$ cat src/rtl/usb_uart_pkg.sv
// Shared types and constants for the USB CDC bridge UART-side stage.
// Bridge transaction FSM states, gap length and a saturating counter helper.
package usb_uart_pkg;

    localparam int STATE_W    = 3;
    localparam int GAP_CYCLES = 1;

    typedef enum logic [STATE_W-1:0] {
        S_IDLE,
        S_WR_STROBE,
        S_WR_WAIT,
        S_RD_STROBE,
        S_RD_CHECK,
        S_RD_WAIT,
        S_GAP
    } state_e;

    function automatic logic [15:0] sat_inc(input logic [15:0] v, input logic en);
        return (en && v != 16'hFFFF) ? v + 16'd1 : v;
    endfunction

endpackage

$ cat src/rtl/usb_uart_sync_fifo.sv
// Single-clock FIFO with occupancy level; push ignored when full, pop ignored when empty.
// DEPTH must be a power of two so the pointers wrap naturally.
module usb_uart_sync_fifo #(
    parameter int WIDTH = 8,
    parameter int DEPTH = 16
) (
    input  logic                   clk,
    input  logic                   reset,
    input  logic                   push,
    input  logic [WIDTH-1:0]       push_data,
    input  logic                   pop,
    output logic [WIDTH-1:0]       head,
    output logic                   full,
    output logic                   empty,
    output logic [$clog2(DEPTH):0] level
);

    localparam int AW = $clog2(DEPTH);

    logic [WIDTH-1:0] mem_q [DEPTH];
    logic [AW-1:0]    wr_ptr_q, wr_ptr_d;
    logic [AW-1:0]    rd_ptr_q, rd_ptr_d;
    logic [AW:0]      cnt_q, cnt_d;
    logic             do_push, do_pop;

    assign full  = cnt_q[AW];
    assign empty = (cnt_q == '0);
    assign level = cnt_q;
    assign head  = mem_q[rd_ptr_q];

    always_comb begin
        do_push  = push & ~full;
        do_pop   = pop & ~empty;
        wr_ptr_d = wr_ptr_q;
        rd_ptr_d = rd_ptr_q;
        cnt_d    = cnt_q;
        if (do_push) wr_ptr_d = wr_ptr_q + 1'b1;
        if (do_pop)  rd_ptr_d = rd_ptr_q + 1'b1;
        if (do_push && !do_pop) cnt_d = cnt_q + 1'b1;
        if (!do_push && do_pop) cnt_d = cnt_q - 1'b1;
    end

    always_ff @(posedge clk) begin
        if (reset) begin
            wr_ptr_q <= '0;
            rd_ptr_q <= '0;
            cnt_q    <= '0;
        end else begin
            wr_ptr_q <= wr_ptr_d;
            rd_ptr_q <= rd_ptr_d;
            cnt_q    <= cnt_d;
        end
    end

    always_ff @(posedge clk) begin
        if (do_push) mem_q[wr_ptr_q] <= push_data;
    end

endmodule

$ cat src/rtl/usb_uart_stream_fifo.sv
// UART-side stage of the USB CDC bridge: TX/RX byte FIFOs plus bridge strobe/wait sequencer.
// Define USB_UART_FIFO_STATS_EN to add saturating transfer/poll-miss counters.
module usb_uart_stream_fifo
    import usb_uart_pkg::*;
#(
    parameter int TX_DEPTH      = 16,
    parameter int RX_DEPTH      = 16,
    parameter int POLL_INTERVAL = 8,
    parameter int RD_SAMPLE_DLY = 2
) (
    input  logic                      clk,
    input  logic                      reset,
    input  logic [7:0]                in_data,
    input  logic                      in_valid,
    output logic                      in_ready,
    output logic [7:0]                out_data,
    output logic                      out_valid,
    input  logic                      out_ready,
    output logic                      uart_we,
    output logic                      uart_re,
    output logic [7:0]                uart_di,
    input  logic [7:0]                uart_do,
    input  logic                      uart_wait,
    output logic [$clog2(TX_DEPTH):0] tx_level,
    output logic [$clog2(RX_DEPTH):0] rx_level
`ifdef USB_UART_FIFO_STATS_EN
    ,
    output logic [15:0]               stat_tx_bytes,
    output logic [15:0]               stat_rx_bytes,
    output logic [15:0]               stat_poll_miss
`endif
);

    state_e     state_q, state_d;
    logic       prefer_wr_q, prefer_wr_d;
    logic [7:0] uart_di_q, uart_di_d;
    logic [7:0] smp_cnt_q, smp_cnt_d;
    logic [3:0] gap_cnt_q, gap_cnt_d;
    logic [7:0] poll_q, poll_d;

    logic [7:0] tx_head, rx_head;
    logic       tx_full, tx_empty, rx_full, rx_empty;
    logic       tx_pop, rx_push;
    logic       wr_ok, rd_ok;

    assign in_ready  = ~tx_full;
    assign out_valid = ~rx_empty;
    assign out_data  = rx_head;
    assign uart_di   = uart_di_q;
    assign wr_ok     = ~tx_empty;
    assign rd_ok     = ~rx_full & (poll_q == '0);

    usb_uart_sync_fifo #(.WIDTH(8), .DEPTH(TX_DEPTH)) u_tx_fifo (
        .clk       (clk),
        .reset     (reset),
        .push      (in_valid),
        .push_data (in_data),
        .pop       (tx_pop),
        .head      (tx_head),
        .full      (tx_full),
        .empty     (tx_empty),
        .level     (tx_level)
    );

    usb_uart_sync_fifo #(.WIDTH(8), .DEPTH(RX_DEPTH)) u_rx_fifo (
        .clk       (clk),
        .reset     (reset),
        .push      (rx_push),
        .push_data (uart_do),
        .pop       (out_ready),
        .head      (rx_head),
        .full      (rx_full),
        .empty     (rx_empty),
        .level     (rx_level)
    );

    always_comb begin
        state_d     = state_q;
        prefer_wr_d = prefer_wr_q;
        uart_di_d   = uart_di_q;
        smp_cnt_d   = smp_cnt_q;
        gap_cnt_d   = gap_cnt_q;
        poll_d      = (poll_q != '0) ? poll_q - 8'd1 : poll_q;
        uart_we     = 1'b0;
        uart_re     = 1'b0;
        tx_pop      = 1'b0;
        rx_push     = 1'b0;
        unique case (state_q)
            S_IDLE: begin
                // Arbitration flips after every issued transaction
                if (wr_ok && (!rd_ok || prefer_wr_q)) begin
                    state_d     = S_WR_STROBE;
                    uart_di_d   = tx_head;
                    prefer_wr_d = 1'b0;
                end else if (rd_ok) begin
                    state_d     = S_RD_STROBE;
                    prefer_wr_d = 1'b1;
                end
            end
            S_WR_STROBE: begin
                uart_we = 1'b1;
                state_d = S_WR_WAIT;
            end
            S_WR_WAIT: begin
                if (!uart_wait) begin
                    tx_pop    = 1'b1;
                    gap_cnt_d = '0;
                    state_d   = S_GAP;
                end
            end
            S_RD_STROBE: begin
                uart_re = 1'b1;
                state_d = S_RD_CHECK;
            end
            S_RD_CHECK: begin
                if (uart_wait) begin
                    smp_cnt_d = 8'd1;
                    state_d   = S_RD_WAIT;
                end else begin
                    poll_d    = 8'(POLL_INTERVAL);
                    gap_cnt_d = '0;
                    state_d   = S_GAP;
                end
            end
            S_RD_WAIT: begin
                if (smp_cnt_q == 8'(RD_SAMPLE_DLY)) begin
                    rx_push   = 1'b1;
                    gap_cnt_d = '0;
                    state_d   = S_GAP;
                end else begin
                    smp_cnt_d = smp_cnt_q + 8'd1;
                end
            end
            S_GAP: begin
                if (gap_cnt_q == 4'(GAP_CYCLES - 1)) state_d = S_IDLE;
                else gap_cnt_d = gap_cnt_q + 4'd1;
            end
            default: state_d = S_IDLE;
        endcase
    end

    always_ff @(posedge clk) begin
        if (reset) begin
            state_q     <= S_IDLE;
            prefer_wr_q <= 1'b1;
            uart_di_q   <= '0;
            smp_cnt_q   <= '0;
            gap_cnt_q   <= '0;
            poll_q      <= '0;
        end else begin
            state_q     <= state_d;
            prefer_wr_q <= prefer_wr_d;
            uart_di_q   <= uart_di_d;
            smp_cnt_q   <= smp_cnt_d;
            gap_cnt_q   <= gap_cnt_d;
            poll_q      <= poll_d;
        end
    end

`ifdef USB_UART_FIFO_STATS_EN
    logic [15:0] st_tx_q, st_tx_d;
    logic [15:0] st_rx_q, st_rx_d;
    logic [15:0] st_miss_q, st_miss_d;

    always_comb begin
        st_tx_d   = sat_inc(st_tx_q, tx_pop);
        st_rx_d   = sat_inc(st_rx_q, rx_push);
        st_miss_d = sat_inc(st_miss_q, (state_q == S_RD_CHECK) & ~uart_wait);
    end

    always_ff @(posedge clk) begin
        if (reset) begin
            st_tx_q   <= '0;
            st_rx_q   <= '0;
            st_miss_q <= '0;
        end else begin
            st_tx_q   <= st_tx_d;
            st_rx_q   <= st_rx_d;
            st_miss_q <= st_miss_d;
        end
    end

    assign stat_tx_bytes  = st_tx_q;
    assign stat_rx_bytes  = st_rx_q;
    assign stat_poll_miss = st_miss_q;
`endif

endmodule

$ cat config.mk
export PLATFORM = sky130hd
export DESIGN_NAME = usb_uart_stream_fifo
export DESIGN_NICKNAME = d
export VERILOG_FILES = /design/src/rtl/usb_uart_pkg.sv /design/src/rtl/usb_uart_sync_fifo.sv /design/src/rtl/usb_uart_stream_fifo.sv
export SDC_FILE = /design/constraint.sdc
export NUM_CORES = 1
export LEC_CHECK = 0
export BUFFER_PORTS_ARGS = -buffer_cell sky130_fd_sc_hd__buf_2
export CAP_MARGIN = 20
export CORE_AREA = 3 3 160 162
export CTS_CLUSTER_SIZE = 10
export DETAILED_ROUTE_END_ITERATION = 6
export DIE_AREA = 0 0 163 165
export MAX_ROUTING_LAYER = met4
export PLACE_DENSITY = 0.71
export SLEW_MARGIN = 0
export SYNTH_ARGS = -nofsm -noshare
export SYNTH_HDL_FRONTEND = slang
export SYNTH_HIERARCHICAL = 1
export SYNTH_SLANG_ARGS = --single-unit
$ cat constraint.sdc
create_clock -name clk -period 3.27 [get_ports clk]
set_clock_uncertainty 0.05 [all_clocks]
set_input_delay 0.4905 -clock clk [delete_from_list [all_inputs] [get_ports clk]]
set_output_delay 0.4905 -clock clk [all_outputs]
set_load 0.005 [all_outputs]
Word-level counts from Yosys, hierarchy flattened
Memories as Yosys holds them, arrays and structs flattened. A register that Yosys moved wholly into a read port is not among the register bits.
Index checks and enable logic that the tools add are counted.
Widths: inputs -> output; s select.
{ "totals": {"regBits": 50, "ramBits": 256, "inputBits": 21, "out_inout_bits": 30, "wordCells": 111, "n_memories": 2} }
{ "op_classes": {"addsub": 11, "n_eq_ne": 15, "muxes": 35, "n_bitwise": 9, "reduce_logical": 28} }
{ "mem_list": {"columns": ["memory", "words", "width", "read_ports", "rd_ports_with_merged_regs", "write_ports", "line", "text"], "rows": [
  ["u_rx_fifo.mem_q", 16, 8, 1, 1, 1, "usb_uart_sync_fifo.sv:20", "logic [WIDTH-1:0] mem_q [DEPTH];"],
  ["u_tx_fifo.mem_q", 16, 8, 1, 1, 1, "usb_uart_sync_fifo.sv:20", null]
]} }
{ "op_table": {"columns": ["op", "n"], "rows": [
  ["$mux 8", 5],
  ["$pmux 3 s7", 1],
  ["$add 4x1->4 const B", 5],
  ["$mux 4", 5],
  ["$mux 5", 4],
  ["$pmux 8 s2", 1],
  ["$mux 3", 5],
  ["$ne 2x2->1 const B", 7],
  ["$mux 1", 12],
  ["$pmux 4 s3", 1],
  ["$add 5x1->5 const B", 2],
  ["$logic_not 5->1", 2],
  ["$sub 5x1->5 const B", 2],
  ["$eq 3x3->1 const B", 3],
  ["$add 8x1->8 const B", 1],
  ["$eq 8x2->1 const B", 1],
  ["$logic_not 8->1", 1],
  ["$reduce_and 4->1", 2],
  ["$reduce_bool 2->1", 4],
  ["$reduce_bool 8->1", 1],
  ["$sub 8x1->8 const B", 1],
  ["$eq 3x2->1 const B", 2],
  ["$and 1x1->1", 5],
  ["$logic_and 1x1->1", 5],
  ["12 further kinds", 20]
]} }

Logic depth before layout (Yosys ltp)
Gate-level depths: netlist of the first run.
{ "logic_depth": {"ltp_word": 7, "mapped_depth": 16, "mapped_depth_nobuf": 14} }

By module
The synthesis of the first run kept the hierarchy.
{ "by_module_without_submodules": {"columns": ["mod", "instances", "cells_each", "area_each_um2", "seq_area_each_um2"], "rows": [
  ["usb_uart_sync_fifo (u_tx_fifo)", 1, 318, 5836.8, 4184.0],
  ["usb_uart_sync_fifo (u_rx_fifo)", 1, 321, 5816.8, 4184.0],
  ["usb_uart_stream_fifo", 1, 193, 1694.1, 640.6]
]} }

Worst setup path after synthesis of the first run
No wires, ideal clock.
{ "synth_path": {"path_kind": "register to register", "startpoint": "register smp_cnt_q[0]", "endpoint": "register u_rx_fifo.cnt_q[4], in the netlist u_rx_fifo/level[4]", "setup_ns": 0.064, "arrival_time_ns": 2.957, "t_required_ns": 3.156, "path_slack_ns": 0.199, "path_stages_with_launch": 17, "n_path_buf": 2, "period_less_slack_ns": 3.071, "path_cell_list": "dfxtp_1 inv_1 ha_1 nor4b_1 nand3_1 nor2_1 nor2b_1 clkbuf_1 inv_1 ha_1 buf_2 xor2_1 ha_1 o21ai_0 or3_1 a2111o_1 nand4_1"} }
{ "synth_between": {"elab_chain_cells": 7, "elab_cells_between_ends": 9, "cone_classes": "eq/ne (1); mux (3); bitwise (1); reduce/logical (4)"} }
{ "synth_lines": {"columns": ["element", "line", "text"], "rows": [
  ["from (decl)", "usb_uart_stream_fifo.sv:37", "logic [7:0] smp_cnt_q, smp_cnt_d;"],
  ["from (signal assigned)", "usb_uart_stream_fifo.sv:154", "smp_cnt_q <= smp_cnt_d;"],
  ["$eq 8x2->1 (*)", "usb_uart_stream_fifo.sv:126", "if (smp_cnt_q == 8'(RD_SAMPLE_DLY)) begin"],
  ["$mux 1 (*)", "usb_uart_stream_fifo.sv:126", null],
  ["$mux 1 (*)", "usb_uart_stream_fifo.sv:88", "unique case (state_q)"],
  ["net rx_push", "usb_uart_stream_fifo.sv:43", "logic tx_pop, rx_push;"],
  ["$and 1x1->1 (*)", "usb_uart_sync_fifo.sv:32", "do_push = push & ~full;"],
  ["$logic_not 1->1", "usb_uart_sync_fifo.sv:40", "if (!do_push && do_pop) cnt_d = cnt_q - 1'b1;"],
  ["$logic_and 1x1->1", "usb_uart_sync_fifo.sv:40", null],
  ["$mux 5 / $reduce_bool 2->1 (equally long branches)", null, null],
  ["to (signal assigned)", "usb_uart_sync_fifo.sv:51", "cnt_q <= cnt_d;"],
  ["to (decl)", "usb_uart_sync_fifo.sv:23", "logic [AW:0] cnt_q, cnt_d;"]
]} }
The timed path passes the listed nets; every way through them passes the cells marked *.
A chain may end at the register's enable or synchronous reset.

Worst setup path in the final report of the first run
{ "layout_path": {"startpoint": "register u_tx_fifo.cnt_q[1], in the netlist u_tx_fifo/level[1]", "endpoint": "register u_tx_fifo.cnt_q[4], in the netlist u_tx_fifo/level[4]"} }
{ "layout_between": {"elab_chain_cells": 6, "elab_cells_between_ends": 11, "cone_classes": "add/sub (2); mux (2); bitwise (2); reduce/logical (5)"} }
{ "layout_lines": {"columns": ["element", "line"], "rows": [
  ["from (decl)", "usb_uart_sync_fifo.sv:23"],
  ["from (signal assigned)", "usb_uart_sync_fifo.sv:51"],
  ["branches (longest 6 deep; another with $add 5x1->5)", null]
]} }
Parallel ways; which one is timed is not known. The select of a mux whose other input is x is not followed.

==> impl_summary.md, run 1 <==
Outcome
The flow ran to the end, and the final reports show no timing, DRC or antenna violations.

Floorplanning
The width of the die is 163 microns. The effective utilization at floorplan is a little under three fifths. The initialized floorplan defines 57 standard-cell rows. The core area is 24200 sq um. The overall die height is between 150 and 200 microns. For this design the top-level I/O count stands at 51. The die covers 26900 sq um.

Logic synthesis
The synthesis warning total is 6. The area share of the largest cell type after synthesis is 57.6%. Sequential cells were found to cover roughly two thirds of the synthesized design area.

Synthesis inferred 322 register bits. The most used flip-flop cell after synthesis is edfxtp_1. The synthesized netlist cell count is between 800 and 900.

The async set or reset register ratio after synthesis is 0%. Summing every instance area after synthesis gives 13300 sq um. Ranked by total cell area, the synthesized netlist is headed by edfxtp_1 58%, mux4_2 11%, dfxtp_1 9.9%, ha_1 2.3%, nor2_1 2.0%. In this run, synthesis inferred 256 flip-flops with an integrated enable. The synthesized area per cell is 16.0 sq um.

The biggest area contributor in the post-synthesis netlist is edfxtp_1. The count of distinct cell types in the synthesized netlist is 60. Synthesis produced a netlist with a net count of 878.

CTS
The root buffer cell is clkbuf_16. Gates resized during post-CTS repair numbered 0. The CTS tree is yes. The maximum buffer depth of the clock tree is 3. For this design, the sink count on the clock tree is 322. The hold buffer count at cts is 0.

The insertion delay of the later-clocked pin in the worst-skew pair is 0.53 ns. The number of clock buffers inserted by TritonCTS is 38. The number of buffers added for setup after CTS is 0. The maximum level of the CTS H-tree is 2.

Clock-pin slew was measured on the worst setup and hold paths at 0.06 ns.

Worst setup path
Walking the worst path, the cells encountered are or4_4, o21ai_4, inv_1, ha_1, ha_1, o21ai_0, or3_1, a2111o_1, nand4_1. The startpoint type of the worst setup path is a flop. The launch point of the critical path is u_tx_fifo/level[1]. The kind of cell adding the most delay to the critical path is simple AND/OR/NAND/NOR gates. Data arrives at the worst endpoint at around 3.3 ns.

The dominant cell type by count on the critical path is ha_1. The startpoint identified for the worst register-to-register timing path is u_tx_fifo/level[1]. Data on the critical path is required at its endpoint by roughly 3.7 ns. The cell at the slowest stage of the critical path is or4_4. The startpoint-to-endpoint class of the critical path is reg -> reg. The buffering stage count on the worst path with inverters included is 1. The worst setup path is captured at a flop.

The largest single stage delay on the critical path is 0.60 ns. In this run the worst path has a maximum fanout of 9.

Timing
The actual slew at the worst max-slew pin is 0.866 ns. Headroom to the max-slew limit came out at about 42%. The clock period could shrink to 2.91 ns. The hold slack is around 0.30 ns. The number of max-slew violations in the final report came to 0. Setup violations remaining at the end of the flow were counted as 0. Setup repair after global routing left no endpoint under its margin.

The hold violation total from the final report is 0. The maximum operating frequency is 343 MHz. In the finished design, the share of the clock period the worst path needs comes to 89.1%. Setup total negative slack on the finished layout was measured at 0 ns.

The worst path meets setup with 0.358 ns of slack.

Pwr
The internal power is between 7 and 8 mW. The power per cell area is 673 nW/um^2. The part of the power in combinational logic is 16.3%.

The worst-case IR drop observed on VDD is approximately 520 uV. The fraction of power spent switching nets is 25.2%. In this run the power spent charging and discharging nets is 2.57 mW. Summed over all cells, the static leakage comes to 5.24 nW. The clock power share is about 37%.

The sequential share of power is 46.3%. The total power after layout is 10.2 mW.

Global routing
The number of global-route vias before repair is 7527. The overall global routing resource usage is 20.5%. Entering global routing, the biggest net connects 49 pins. For this run the aggregate overflow at the end of global routing stands at 0.

The first global-routing pass estimated approximately 41000 microns of wire. The number of antenna violations at the first check in global routing was 0.

Detailed routing
The count of nets left with antenna violations once routing finished came out at 0. Detailed routing inserted a total of a little over 7000 vias. After detailed routing, the average wire length per cell comes to 20.4 microns. In the routed layout, each cell is associated on average with a via count of 5.72. The final routed DRC violation total is 0. The iteration-0 DRC count of the detailed router is between 600 and 700. For this block, the routed nets add up to ~26000 microns of wire. The detailed-router iteration count before antenna repair is 5.

Finish
The layout overhead on the synthesized area is 13.4%. The area occupied by registers is around 9000 sq um. Summing all multi-input logic gate instances after layout gives 4000 sq um. The final net count is about 960. Summing all non-filler instances in the final layout gives an area of 15100 sq um. The fraction of layout instances using a drive strength above 1 is 21.9%. The number of antenna repair diodes is 0. The fill cell instance count of the final layout is 1776.

Placement
The placed instances occupy a cell area of 14000 sq um. At the end of routability-driven placement, the weighted congestion stood at 0.841. Before CTS, the worst setup slack after placement is around 0.16 ns. The half-perimeter wire length after placement is between 15000 and 20000 microns. The number of buffers added on ports is 50.

Min path
The path class of the tightest hold or removal check is in -> reg. In this run the most critical hold path is launched from in_data[2].

Run
Across the run, the number of max-cap violations was 0.
layout by cell type (no fill, tap or decap), types with 14 or more instances in the layout:
| cell | n |
|---|---|
| mux4_2 | 64 |
| a22oi_1 | 33 |
| a21oi_1 | 14 |
| buf_4 | 28 |
| inv_1 | 23 |
| ha_1 | 24 |
| nand2_1 | 38 |
| edfxtp_1 | 256 |
| clkbuf_16 | 39 |
| nor2_1 | 70 |
| buf_2 | 50 |
| dfxtp_1 | 64 |
| and2_1 | 20 |
| xor2_1 | 19 |
| clkbuf_1 | 26 |
path summary, 6_finish.rpt:
path         slack, ns               endpoint  cells past startpoint
max reg2reg       0.36     u_tx_fifo/level[4]                      9
max               0.36     u_tx_fifo/level[4]                      9
min reg2reg       0.43           gap_cnt_q[3]                      1
min               0.30  u_tx_fifo/mem_q[7][2]                      1
per-layer routing:
| layer | vias to the layer above | share of wire (%) | global-route usage, % |
|---|---|---|---|
| met4 | 0 | 1.8 | 5.11 |
| met5 | - | 0 | - |
| li1 | 3380 | - | - |
| met1 | 3600 | 43 | 27.8 |
| met3 | 35 | 5.9 | 3.39 |
| met2 | 198 | 50 | 33.2 |
layout make-up:
type	instances	area share [%]
Timing Repair Buffer	80	3.31
Sequential cell	322	59.6
Clock inverter	3	0.248
Clock buffer	66	7.19
Multi-Input combinational cell	444	26.5
Tap cell	324	2.68
Inverter	23	0.571
cell usage after synthesis, types with 4 or more instances:
library cell,number
a22oi_1,33
xnor2_1,7
nand4_1,11
o21a_1,5
nand2b_1,11
inv_1,23
or3_1,8
mux4_2,64
mux2i_1,12
nor4_1,5
dfxtp_1,66
buf_6,6
edfxtp_1,256
a21oi_1,14
nand3_1,6
clkbuf_1,15
nor3_1,12
ha_1,25
nor2b_1,11
and2_1,20
buf_4,4
nor2_1,70
o211ai_1,4
and3_1,5
nand2_1,38
xor2_1,19
o21ai_0,8
nor3b_1,4
buf_1,10
a211oi_1,4
nand4b_1,4
buf_2,5
nor4b_1,4
power by group through the flow:
| stage | combinational [mW] | sequential, mW | clock (mW) |
|---|---|---|---|
| 5_1_grt | 1.86 | 4.74 | 4.07 |
| 4_1_cts | 1.68 | 4.72 | 3.89 |
| 3_3_place_gp | 1.65 | 4.79 | 0 |
| 6_report | 1.66 | 4.72 | 3.81 |
| 2_1_floorplan | 1.29 | 4.79 | 0 |
| 3_5_place_dp | 1.66 | 4.80 | 0 |
worst reg2reg max path: cells and delay by family, from the launching register on:
| family | cells | cell delay, ns |
|---|---|---|
| buffers and inverters | 1 | 0.08 |
| AO/OA/AOI/OAI | 3 | 0.65 |
| adder cells (fa/ha/maj) | 2 | 0.66 |
| AND/OR/NAND/NOR | 3 | 1.02 |
| flip-flops | 1 | 0.38 |
state kept, by name, indices dropped and copies added, names as in the netlist, named ones only:
signal	cells
uart_di	8
u_rx_fifo/mem_q	128
poll_q	8
state_q	3
u_tx_fifo/rd_ptr_q	4
u_rx_fifo/level	5
smp_cnt_q	8
gap_cnt_q	4
prefer_wr_q	1
u_rx_fifo/rd_ptr_q	4
u_tx_fifo/level	5
u_rx_fifo/wr_ptr_q	4
u_tx_fifo/wr_ptr_q	4
u_tx_fifo/mem_q	128
logic make-up after synthesis:
family          synth area share [%]
buf+inv                         2.58
compound gates                  5.08
simple gates                    8.90
flops                           67.5
mux                             11.8
fa+ha+maj                       2.34
xor+xnor                        1.83
through the flow:
| stage | utilization, % | std cells |
|---|---|---|
| floorplan | - | 832 |
| global placement | 57.7 | 1193 |
| detailed placement | 57.7 | 1193 |
| CTS | 62.4 | 1262 |
| global route | 62.4 | 1262 |
| finish | 62.4 | 1262 |
No activity file was read; power rests on OpenSTA's default activity.
==> inputs of run 2 (changes only) <==
REMOVE_ABC_BUFFERS = 1   (was not set)
==> run 2 against run 1 <==
Sequential share of layout area is essentially flat. Non-clock buffer count is 2 higher. Wire length decreased by 1.9%. Clock power shrank 2%. Global-route usage decreased by 0.36 points. Maximum frequency shrank 2.5%. Worst hold slack worse by 0.0022 ns. Count of clock-buffer cells in the layout shrank 1. Via count increased by 1.1%. Total power fell by 0.58%. Core utilization about the same. Critical path type is now reg -> out. Critical endpoint is now out_data[1].
==> impl_summary.md, run 2 (same netlist as run 1, synthesis figures left out) <==
Global routing
The global-route congestion overflow total came to 0 (unchanged). The number of antenna violations at the first check in global routing is 0 (unchanged). The overall global routing resource usage came to 20.2% (-0.36 points). The first-pass GRT wire length is 40600 microns (-2.0%).

The number of global-route vias before repair is 7435 (-1.2%). The largest net degree at the start of global routing is 45 (-8.2%).

Detailed routing
The met3 wire length is 1290 microns (-16%). The detailed-route wire length per cell is 20.0 microns (-2.1%). The final routed DRC violation total is 0 (unchanged).

The length of routed wiring on met1 is 10400 microns (-5.6%). The vias after detailed routing is 7295 (+1.1%). The total detailed-routing wirelength is 25300 microns (-1.9%). The top layer used by detailed routing is met4. The detailed-route vias per instance is 5.77 (+0.98%).

The iteration-0 DRC count of the detailed router came to 534 (-15%). The count of antenna-violating nets left after detailed routing is 0 (unchanged). The detailed-router iteration count before antenna repair is 5 (unchanged). The met2 wire length is 13100 microns (+2.2%).

Finish
The final net count came to 957 (+0.21%). The library cells used most frequently in the layout, excluding fill and tap cells, are 256 x edfxtp_1, 70 x nor2_1, 64 x dfxtp_1, 64 x mux4_2, 50 x buf_2. The area occupied by registers is 9010 sq um (unchanged). The layout overhead on the synthesized area is 13.4% (about the same). The fraction of layout instances using a drive strength above 1 is 21.8% (-0.047 points). The final instance area is 15100 sq um (about the same).

The largest registers in the layout are u_rx_fifo/mem_q (128), u_tx_fifo/mem_q (128). The fill cell instance count of the final layout is 1764 (-0.68%). The count of placed standard cells in the final layout, fillers left out is 1264 (+0.16%). Leaving out fill and tap cells, the most frequent cell in the layout is edfxtp_1. The number of antenna repair diodes was 0 (unchanged). The area of combinational cells with multiple inputs was 4000 sq um (about the same).

Worst setup path
The data required time at the worst endpoint is 2.73 ns (-0.95 ns). The critical path's largest stage delay is 0.57 ns (-0.03 ns). The data arrival at the endpoint of the critical path is 2.45 ns (-0.87 ns). The worst setup path is launched from a flop. The peak fanout along the critical path came to 23 (+14). The startpoint-to-endpoint class of the critical path is reg -> out.

The critical path endpoint category is a primary output. Walking the worst path, the cells encountered are buf_12, mux4_2, a22oi_1, nand2_1, buf_2. The slowest stage of the critical path belongs to the cell dfxtp_2.

CTS
The maximum buffer depth of the clock tree is 3 (unchanged). TritonCTS built the clock tree. In this run the clock root is driven by a clkbuf_16.

The maximum level of the CTS H-tree was 2 (unchanged). The number of buffers added for setup after CTS is 0 (unchanged). The insertion delay of the later-clocked pin in the worst-skew pair is 0.52 ns (about the same).

The post-CTS clock slew at the launch and capture registers of the worst setup and hold paths is 0.05 ns (about the same). The number of sinks handled by clock tree synthesis is 322 (unchanged). The hold buffer count at cts came to 0 (unchanged).

The number of clock buffers inserted by TritonCTS is 38 (unchanged).

Pwr
The leakage power came to 5.25 nW (+0.10%). The power per cell area was 669 nW/um^2 (-0.63%). The worst voltage drop across the vdd grid is 460 uV (-11%).

Outcome
The flow ran to the end, and the final reports show no timing, DRC or antenna violations.

Timing
The post-route setup TNS is 0 ns (unchanged). The hold violation total from the final report came to 0 (unchanged). The setup slack of the critical path after layout was 0.282 ns (-0.0761 ns).

The maximum operating frequency was 335 MHz (-2.5%). Setup repair after global routing left no endpoint under its margin. The number of max-slew violations in the final report was 0 (unchanged). The number of setup violations in the final report is 0 (unchanged). The share of the clock period used by the worst path after layout is 91.4% (+2.3 points). The clock period minus worst slack is 2.99 ns (+0.0761 ns). The worst slew slack as a fraction of its limit is 32.6% (-9.7 points). The actual slew at the worst max-slew pin is 1.01 ns (+0.140 ns).

Placement
The number of buffers added on ports was 50 (unchanged). The instance area at placement came to 14000 sq um (+0.11%). The half-perimeter wire length after placement is 16100 microns (+1.6%). The final weighted congestion of routability-driven global placement was 0.772 (-8.3%). The instance count after placement with tap cells included came to 1195 (+0.17%). The pre-CTS setup slack is 0.194 ns (+0.0351 ns).

Min path
The classification of the worst-slack hold path is in -> reg.

Floorplanning
The width of the die was 163 microns (unchanged). The number of placed I/O pins is 51 (unchanged). The core area is 24200 sq um (unchanged). The die area is 26900 sq um (unchanged). The overall die height was 165 microns (unchanged).

The effective utilization at floorplan is 55.0% (unchanged). The placement row count is 57 (unchanged).

Run
The total of max-cap violations is 0 (unchanged).
[run 2: cell count changes in the layout (fill, tap and decap cells not counted)]
cell,before,now
clkbuf_8,1,0
ha_1,24,25
buf_4,28,30
clkbuf_1,26,27
ha_2,1,0
clkinv_16,0,1
clkbuf_16,39,38
[run 2: where the power goes]
part / internal [mW] / switching [mW] / leakage, nW
clock: 2.20 / 1.54 / 0.529
sequential: 4.58 / 0.162 / 2.84
combinational: 0.786 / 0.856 / 1.88
[run 2: per-layer routing]
layer	track usage, %	vias to the layer above
li1	-	3381
met1	25.2	3668
met2	34.8	203
met3	3.06	43
met4	5.54	0
met5	-	-
[run 2: per-stage QoR]
step	total power, mW	utilization, %	hold WS, ns
floorplan	5.97	-	0.393
global placement	6.46	57.8	0.420
detailed placement	6.48	57.8	0.435
CTS	10.2	62.4	0.279
global route	10.6	62.4	0.288
finish	10.1	62.4	0.293
[run 2: worst paths after layout]
| check | startpoint | endpoint | slack (ns) | depth (start not counted) |
|---|---|---|---|---|
| setup / recovery | flop | out_data[1] | 0.28 | 5 |
| hold / removal | in_data[6] | u_tx_fifo/mem_q[7][6] | 0.29 | 1 |
| setup reg to reg | smp_cnt_q[0] | u_rx_fifo/level[4] | 0.33 | 13 |
| hold reg to reg | gap_cnt_q[3] | gap_cnt_q[3] | 0.44 | 1 |
[run 2: layout make-up]
type	instances	share of cell area, %
clock inverters	4	0.446
flip-flops and latches	322	59.5
clock buffers	65	6.95
inverters	23	0.570
well taps	324	2.68
multi-input cells	444	26.4
repair buffers	82	3.40
[run 2: critical path, delay by kind of cell (launching register included)]
kind	cells	cell delay, ns
and+or+nand+nor	1	0.08
muxes	1	0.56
buffers and inverters	2	0.40
DFF	1	0.57
AOI/OAI and AO/OA	1	0.29
[run 2: timing repair]
item | in CTS | in global routing
hold endpoints to repair | 0 | 0
gates resized for setup | 0 | 1
setup endpoints to repair | 0 | 1
